<file path="src/rtl/simon_pkg.sv">
// Shared types and width helpers for the Simon game core.
package simon_pkg;

    typedef enum logic [2:0] {
        IDLE     = 3'd0,
        ADD      = 3'd1,
        SHOW_ON  = 3'd2,
        SHOW_OFF = 3'd3,
        WAIT_IN  = 3'd4,
        DONE     = 3'd5
    } state_t;

    // Button index width; never narrower than one bit.
    function automatic int bw_f(input int num_buttons);
        return (num_buttons > 2) ? $clog2(num_buttons) : 1;
    endfunction

    // Level/score width: must hold the value DEPTH itself.
    function automatic int lw_f(input int depth);
        return $clog2(depth + 1);
    endfunction

    // Sequence memory address width.
    function automatic int aw_f(input int depth);
        return (depth > 1) ? $clog2(depth) : 1;
    endfunction

    function automatic int max3(input int a, input int b, input int c);
        int m;
        m = (a > b) ? a : b;
        return (m > c) ? m : c;
    endfunction

endpackage

</file>
<file path="src/rtl/simon_if.sv">
// Player/rng side inputs and lamp/score outputs of the Simon core.
interface simon_if import simon_pkg::*; #(
    parameter int NUM_BUTTONS = 4,
    parameter int DEPTH       = 16
) ();
    localparam int BW = bw_f(NUM_BUTTONS);
    localparam int LW = lw_f(DEPTH);

    logic          START_GAME;
    logic [BW-1:0] IN;
    logic          IN_VALID;
    logic [BW-1:0] RAND;
    logic [BW-1:0] OUT;
    logic          OUT_ENA;
    logic [LW-1:0] LEVEL;
    logic [LW-1:0] HS_SCORE;
    logic          WIN;
    logic          LOSE;
    logic          HS;
    logic          BUSY;

    modport master (
        output START_GAME, IN, IN_VALID, RAND,
        input  OUT, OUT_ENA, LEVEL, HS_SCORE, WIN, LOSE, HS, BUSY
    );

    modport slave (
        input  START_GAME, IN, IN_VALID, RAND,
        output OUT, OUT_ENA, LEVEL, HS_SCORE, WIN, LOSE, HS, BUSY
    );

endinterface

</file>
<file path="src/rtl/simon_phase_timer.sv">
// Phase timer: TICK_DIV prescaler feeding a tick counter; done pulses on the last cycle of load_ticks ticks.
// Latency: restart takes effect next cycle, done is combinational from state; backpressure: none.
module simon_phase_timer #(
    parameter int TICK_DIV = 500000,
    parameter int TW       = 11
) (
    input  logic          clk,
    input  logic          rst,
    input  logic          restart,
    input  logic [TW-1:0] load_ticks,
    output logic          done
);
    localparam int PW = (TICK_DIV > 1) ? $clog2(TICK_DIV) : 1;

    logic [PW-1:0] pre_q, pre_d;
    logic [TW-1:0] cnt_q, cnt_d;
    logic          wrap;

    assign wrap = (pre_q == PW'(TICK_DIV - 1));
    assign done = wrap && (cnt_q == load_ticks - TW'(1));

    always_comb begin
        pre_d = pre_q;
        cnt_d = cnt_q;
        if (restart) begin
            pre_d = '0;
            cnt_d = '0;
        end else if (wrap) begin
            pre_d = '0;
            cnt_d = cnt_q + TW'(1);
        end else begin
            pre_d = pre_q + PW'(1);
        end
    end

    always_ff @(posedge clk) begin
        if (rst) begin
            pre_q <= '0;
            cnt_q <= '0;
        end else begin
            pre_q <= pre_d;
            cnt_q <= cnt_d;
        end
    end

endmodule

</file>
<file path="src/rtl/simon_engine.sv">
// Simon game core: grows a random sequence each round, plays it on OUT, then checks player presses.
// Latency: press result visible one cycle after IN_VALID; backpressure: none, IN_VALID outside WAIT_IN is dropped.
module simon_engine import simon_pkg::*; #(
    parameter int NUM_BUTTONS   = 4,
    parameter int DEPTH         = 16,
    parameter int TICK_DIV      = 500000,
    parameter int ON_TICKS      = 250,
    parameter int OFF_TICKS     = 100,
    parameter int TIMEOUT_TICKS = 2000
) (
    input  logic    CLK,
    input  logic    RST,
    simon_if.slave  bus
);
    localparam int BW = bw_f(NUM_BUTTONS);
    localparam int LW = lw_f(DEPTH);
    localparam int AW = aw_f(DEPTH);
    localparam int TW = $clog2(max3(ON_TICKS, OFF_TICKS, TIMEOUT_TICKS) + 1);

    state_t        state_q, state_d;
    logic [LW-1:0] level_q, level_d;
    logic [LW-1:0] idx_q, idx_d;
    logic [LW-1:0] hs_score_q, hs_score_d;
    logic          win_q, win_d;
    logic          lose_q, lose_d;
    logic          hs_q, hs_d;
    logic [BW-1:0] out_q, out_d;
    logic          start_q;
    logic [BW-1:0] mem_q [DEPTH];

    logic          start_edge;
    logic          mem_we;
    logic          press_ok;
    logic [BW-1:0] rand_mod;
    logic [BW-1:0] cur_btn;
    logic [LW-1:0] last_idx;
    logic [LW-1:0] score;
    logic [TW-1:0] load_ticks;
    logic          tmr_done;
    logic          tmr_restart;

    assign start_edge = bus.START_GAME && !start_q;
    assign cur_btn    = mem_q[idx_q[AW-1:0]];
    assign last_idx   = level_q - LW'(1);

    // RAND is below 2**BW < 2*NUM_BUTTONS, so one conditional subtract is a full modulo.
    always_comb begin
        rand_mod = bus.RAND;
        if (int'(bus.RAND) >= NUM_BUTTONS) begin
            rand_mod = bus.RAND - BW'(NUM_BUTTONS);
        end
    end

    always_comb begin
        case (state_q)
            SHOW_ON:  load_ticks = TW'(ON_TICKS);
            SHOW_OFF: load_ticks = TW'(OFF_TICKS);
            default:  load_ticks = TW'(TIMEOUT_TICKS);
        endcase
    end

    always_comb begin
        state_d    = state_q;
        level_d    = level_q;
        idx_d      = idx_q;
        hs_score_d = hs_score_q;
        win_d      = win_q;
        lose_d     = lose_q;
        hs_d       = hs_q;
        mem_we     = 1'b0;
        press_ok   = 1'b0;
        score      = '0;

        case (state_q)
            IDLE, DONE: begin
                if (start_edge) begin
                    state_d = ADD;
                    level_d = '0;
                    idx_d   = '0;
                    win_d   = 1'b0;
                    lose_d  = 1'b0;
                    hs_d    = 1'b0;
                end
            end
            ADD: begin
                mem_we  = 1'b1;
                level_d = level_q + LW'(1);
                idx_d   = '0;
                state_d = SHOW_ON;
            end
            SHOW_ON: begin
                if (tmr_done) state_d = SHOW_OFF;
            end
            SHOW_OFF: begin
                if (tmr_done) begin
                    if (idx_q == last_idx) begin
                        idx_d   = '0;
                        state_d = WAIT_IN;
                    end else begin
                        idx_d   = idx_q + LW'(1);
                        state_d = SHOW_ON;
                    end
                end
            end
            WAIT_IN: begin
                // A press on the expiry cycle wins over the timeout.
                if (bus.IN_VALID) begin
                    if (bus.IN != cur_btn) begin
                        state_d = DONE;
                        lose_d  = 1'b1;
                    end else if (idx_q < last_idx) begin
                        idx_d    = idx_q + LW'(1);
                        press_ok = 1'b1;
                    end else if (level_q == LW'(DEPTH)) begin
                        state_d = DONE;
                        win_d   = 1'b1;
                    end else begin
                        state_d = ADD;
                    end
                end else if (tmr_done) begin
                    state_d = DONE;
                    lose_d  = 1'b1;
                end
            end
            default: state_d = IDLE;
        endcase

        if (state_q != DONE && state_d == DONE) begin
            score = win_d ? level_q : last_idx;
            if (score > hs_score_q) begin
                hs_score_d = score;
                hs_d       = 1'b1;
            end
        end
    end

    assign out_d       = (state_q == SHOW_ON) ? cur_btn : out_q;
    assign tmr_restart = (state_d != state_q) || press_ok;

    simon_phase_timer #(
        .TICK_DIV (TICK_DIV),
        .TW       (TW)
    ) u_timer (
        .clk        (CLK),
        .rst        (RST),
        .restart    (tmr_restart),
        .load_ticks (load_ticks),
        .done       (tmr_done)
    );

    always_ff @(posedge CLK) begin
        if (RST) begin
            state_q    <= IDLE;
            level_q    <= '0;
            idx_q      <= '0;
            hs_score_q <= '0;
            win_q      <= 1'b0;
            lose_q     <= 1'b0;
            hs_q       <= 1'b0;
            out_q      <= '0;
        end else begin
            state_q    <= state_d;
            level_q    <= level_d;
            idx_q      <= idx_d;
            hs_score_q <= hs_score_d;
            win_q      <= win_d;
            lose_q     <= lose_d;
            hs_q       <= hs_d;
            out_q      <= out_d;
        end
    end

    // START_GAME history tracks through reset so a level held across reset is not an edge.
    always_ff @(posedge CLK) begin
        start_q <= bus.START_GAME;
        if (mem_we) mem_q[level_q[AW-1:0]] <= rand_mod;
    end

    assign bus.OUT      = out_d;
    assign bus.OUT_ENA  = (state_q == SHOW_ON);
    assign bus.LEVEL    = level_q;
    assign bus.HS_SCORE = hs_score_q;
    assign bus.WIN      = win_q;
    assign bus.LOSE     = lose_q;
    assign bus.HS       = hs_q;
    assign bus.BUSY     = (state_q != IDLE) && (state_q != DONE);

endmodule

</file>
<file path="src/flat_wrapper.sv">
// flat-port wrapper written by rule: the top's interface ports become plain ports
module simon_engine_flat import simon_pkg::*;
#(
    parameter int NUM_BUTTONS   = 4,
    parameter int DEPTH         = 16,
    parameter int TICK_DIV      = 500000,
    parameter int ON_TICKS      = 250,
    parameter int OFF_TICKS     = 100,
    parameter int TIMEOUT_TICKS = 2000
)
  (CLK, RST, bus_START_GAME, bus_IN, bus_IN_VALID, bus_RAND, bus_OUT, bus_OUT_ENA, bus_LEVEL, bus_HS_SCORE, bus_WIN, bus_LOSE, bus_HS, bus_BUSY);
  simon_if #(.NUM_BUTTONS(NUM_BUTTONS), .DEPTH(DEPTH)) bus_i ();
  input  logic CLK;
  input  logic RST;
  input wire logic [$bits(bus_i.START_GAME)-1:0] bus_START_GAME;
  input wire logic [$bits(bus_i.IN)-1:0] bus_IN;
  input wire logic [$bits(bus_i.IN_VALID)-1:0] bus_IN_VALID;
  input wire logic [$bits(bus_i.RAND)-1:0] bus_RAND;
  output wire logic [$bits(bus_i.OUT)-1:0] bus_OUT;
  output wire logic [$bits(bus_i.OUT_ENA)-1:0] bus_OUT_ENA;
  output wire logic [$bits(bus_i.LEVEL)-1:0] bus_LEVEL;
  output wire logic [$bits(bus_i.HS_SCORE)-1:0] bus_HS_SCORE;
  output wire logic [$bits(bus_i.WIN)-1:0] bus_WIN;
  output wire logic [$bits(bus_i.LOSE)-1:0] bus_LOSE;
  output wire logic [$bits(bus_i.HS)-1:0] bus_HS;
  output wire logic [$bits(bus_i.BUSY)-1:0] bus_BUSY;
  assign bus_i.START_GAME = bus_START_GAME;
  assign bus_i.IN = bus_IN;
  assign bus_i.IN_VALID = bus_IN_VALID;
  assign bus_i.RAND = bus_RAND;
  assign bus_OUT = bus_i.OUT;
  assign bus_OUT_ENA = bus_i.OUT_ENA;
  assign bus_LEVEL = bus_i.LEVEL;
  assign bus_HS_SCORE = bus_i.HS_SCORE;
  assign bus_WIN = bus_i.WIN;
  assign bus_LOSE = bus_i.LOSE;
  assign bus_HS = bus_i.HS;
  assign bus_BUSY = bus_i.BUSY;
  simon_engine #(.NUM_BUTTONS(NUM_BUTTONS), .DEPTH(DEPTH), .TICK_DIV(TICK_DIV), .ON_TICKS(ON_TICKS), .OFF_TICKS(OFF_TICKS), .TIMEOUT_TICKS(TIMEOUT_TICKS)) u_core (.CLK(CLK), .RST(RST), .bus(bus_i));
endmodule
</file>
<file path="config.mk">
export PLATFORM = sky130hd
export DESIGN_NAME = simon_engine_flat
export DESIGN_NICKNAME = d
export VERILOG_FILES = /design/src/rtl/simon_pkg.sv /design/src/rtl/simon_if.sv /design/src/rtl/simon_phase_timer.sv /design/src/rtl/simon_engine.sv /design/src/flat_wrapper.sv
export SDC_FILE = /design/constraint.sdc
export NUM_CORES = 1
export LEC_CHECK = 0
export CORE_ASPECT_RATIO = 0.9
export CORE_UTILIZATION = 60
export DETAILED_ROUTE_END_ITERATION = 6
export GPL_TIMING_DRIVEN = 1
export PLACE_DENSITY = 0.8
export SETUP_SLACK_MARGIN = 0.15
export SKIP_CTS_REPAIR_TIMING = 1
export SYNTH_ARGS = -nofsm -noshare
export SYNTH_HDL_FRONTEND = slang
export SYNTH_SLANG_ARGS = --single-unit
</file>
<file path="constraint.sdc">
create_clock -name CLK -period 4.4 [get_ports CLK]
set_input_delay 0.88 -clock CLK [delete_from_list [all_inputs] [get_ports CLK]]
set_output_delay 0.88 -clock CLK [all_outputs]
set_load 0.03 [all_outputs]
</file>
==> impl_metrics.yaml, run 1 <==
power:
  vdd_ir_drop_max_mv: 0.195
  p_total_mw: 1.62
  leakage_nw: 1.90
  power_density_nw_per_um2: 300
timing:
  final.period_utilization: 0.932
  grt_setup_unrepaired: "no"
  hold_violations: 0
  slew_headroom: 0.623
  hold_slack_ns: 0.473
  worst_clock_skew_ns: 0.00797
  fmax_mhz: 244
  min_period_ns: 4.10
  tightest_slew_ns: 0.564
  slew_violations: 0
  finalSetupViolCount: 0
  setup_tns_ns: 0
min_path:
  hp-class: "reg -> reg"
  hold_start: "u_core.u_timer.pre_q[0]"
  hold_depth: 1
  worstHoldEndpoint: "u_core.u_timer.pre_q[0]"
final_layout:
  layout_common_cells: "nor2_1 (78), dfxtp_1 (54), nand2_1 (38), edfxtp_1 (32), clkdlybuf4s50_1 (24)"
  drive_gt1_frac: 0.136
  final_cell_count_no_fill: 612
  nNetsFinal: 541
  n_antenna_cell: 0
  areaGrowthSynthToFinish_pct: 14.1
  final_common_cell: "nor2_1"
synthesis:
  synth_cell_type_count: 67
  syn_avg_cell_area_um2: 10.0
  synth_area_um2: 4740
  synth_ff_type: "dfxtp_1"
  synth_cells: 472
  synth_top_area_frac: 0.245
  synth_fp_nets: 502
  yosysWarnings: 0
  synth_area_leaders: "dfxtp_1 (25%), edfxtp_1 (20%), nor2_1 (6.2%)"
  async_reset_ff_frac: 0
  synth_top_cell_by_area: "dfxtp_1"
  seq_area_frac_synth: 0.448
  synth_edf_count: 32
  synth_seq_cells: 90
critical_path:
  critPathMaxFanout: 7
  worstPathRequired_ns: 4.66
  critPathMaxStageDelay_ns: 0.43
  reg2reg_to: "u_core.bus.HS_SCORE[2]"
  crit_buf_inv: 1
  cp_top_family: "compound AO/OA/AOI/OAI gates"
  critPathArrivalTime_ns: 4.36
  worst_r2r_startpoint: "u_core.bus.LEVEL[0]"
  startpoint: "u_core.bus.LEVEL[0]"
  critPathMostFrequentCell: "o21a_1"
  path_class: "reg -> reg"
  cp-end-kind: "register"
  reg2reg_slack_ns: 0.30
  start_kind: "register"
  slowest_stage: "dfxtp_2"
  reg2regPathDepth: 18
  worstPathCellList: "inv_2, ha_4, ha_1, nor2b_1, o21ai_0, a21oi_2, a211o_1, nand4b_1, o2111a_1, or2_2, ha_1, o21a_1, o21a_1, o21ai_0, a221oi_2, o21a_1, nand2_2, o311a_1"
detailed_routing:
  ant_nets: 0
  drc: 0
  drtPass1Iterations: 5
  wl_per_cell_um: 17.3
  drt_wl_total_um: 10600
  vias: 3654
  routed_via_density: 5.97
  drt_iter0_drc: 332
placed_design:
  portBuffers: 24
  place.gp.congestion: 0.905
  dpl.cell_count: 589
  dp_hpwl_um: 7490
global_routing:
  grt_max_degree: 19
  grt_pass1_vias: 3397
  antenna_found_initial: 0
  grt_remaining_overflow: 0
  grt_pass1_wl_um: 16900
  grtUsageTotal: 0.273
clocking:
  cts.clk_slew.worst_paths_ns: 0.09
  clock-sinks: 90
  clockRootBuffer: "clkbuf_8"
  htreeDepth: 3
  cts_tree: "yes"
  cts_buffer_depth: 2
  cts_buffers: 9
  clkLatencyLatePin_ns: 0.37
floorplan:
  die_w_um: 95.7
  dieArea_um2: 8250
  rows: 30
  start_util: 0.625
  core_area_um2: 7580
  ios: 25
  die_h_um: 86.3
job:
  maxCapViolations: 0
run_status:
  outcome: "completed"
## layer usage
metal | GRT usage | vias up | part of all wire | wire [um]
met3 | 0.0798 | 14 | 0.080 | 850
met1 | 0.399 | 1736 | 0.47 | 4970
met2 | 0.402 | 153 | 0.44 | 4650
met4 | 0.0624 | 0 | 0.010 | 109
met5 | 0 | - | 0 | 0
li1 | - | 1751 | - | -
## report_power, final
part,total [mW],internal (mW),switching [mW]
clock,0.608,0.279,0.329
combinational,0.142,0.0578,0.0837
sequential,0.873,0.865,0.00780
total,1.62,1.20,0.420
## worst max-delay path by stage
stage	endpoint	slack, ns	cells past startpoint
after floorplan	u_core.bus.HS_SCORE[2]	0.30	19
after global placement	u_core.bus.HS_SCORE[2]	0.31	19
after detailed placement	u_core.bus.HS_SCORE[2]	0.13	19
after CTS	u_core.bus.HS_SCORE[2]	0.08	19
after global routing	u_core.bus.HS_SCORE[2]	0.09	19
final	u_core.bus.HS_SCORE[2]	0.30	18
## cell type report
| type | instances | area, um^2 |
|---|---|---|
| Inverter | 20 | 75.1 |
| Sequential cell | 90 | 2130 |
| Multi-Input combinational cell | 349 | 2500 |
| Clock inverter | 7 | 87.6 |
| Fill cell | 538 | 2180 |
| Tap cell | 96 | 120 |
| Clock buffer | 9 | 124 |
| Timing Repair Buffer | 41 | 368 |
## flip-flops by register name (all words and copies together) (netlist names), named ones only
register	count
u_core.bus.LOSE	1
u_core.bus.LEVEL	5
u_core.start_q	1
u_core.bus.HS_SCORE	5
u_core.out_q	2
u_core.u_timer.pre_q	19
u_core.bus.WIN	1
u_core.idx_q	5
u_core.bus.HS	1
u_core.u_timer.cnt_q	11
u_core.state_q	3
u_core.mem_q	32
## Yosys cell counts (2+ instances only)
master,instances
nand4b_1,2
a211oi_1,3
a211oi_2,2
nor4bb_1,2
nand4_1,5
mux2i_1,8
inv_1,20
nand3_1,22
nor2_1,78
a21oi_1,18
a211o_1,2
xor2_1,19
xnor2_1,21
mux4_1,4
nor2b_1,7
or2_2,5
o221ai_1,2
edfxtp_1,32
o21ai_1,2
nand2b_1,3
nor3b_1,3
nor4_1,2
dfxtp_1,58
ha_1,22
a31oi_1,3
mux2_2,2
nand2_1,38
o21a_1,5
and3_1,6
buf_2,5
clkbuf_1,5
mux4_2,3
o21ai_0,10
and4_1,3
and2_1,4
o211ai_1,2
nor3_1,13
xnor2_4,2
## kinds of logic after synthesis
logic type / share of synthesized area
adder cells (fa/ha/maj): 0.0581
AND/OR/NAND/NOR: 0.220
AO/OA/AOI/OAI: 0.0930
buffers and inverters: 0.0298
XOR/XNOR: 0.0856
flip-flops: 0.448
multiplexers: 0.0658
## through the flow
step | setup slack (ns) | utilization | instance area, um^2
2_1_floorplan | 0.304 | - | 4740
6_report | 0.298 | 0.713 | 5410
3_3_place_gp | 0.306 | 0.673 | 5110
4_1_cts | 0.0789 | 0.701 | 5320
3_5_place_dp | 0.131 | 0.673 | 5110
5_1_grt | 0.0898 | 0.713 | 5410
(Power assumes the default switching activity.)
==> run 2: changes to the inputs <==
- CAP_MARGIN: default -> 20
==> results of run 2 <==
The final DEF is identical to that of run 1; final timing and power are the same.
==> run 3: changes to the inputs <==
- CTS_CLUSTER_SIZE: default -> 25
==> results of run 3 <==
The final DEF is identical to that of run 1; final timing and power are the same.
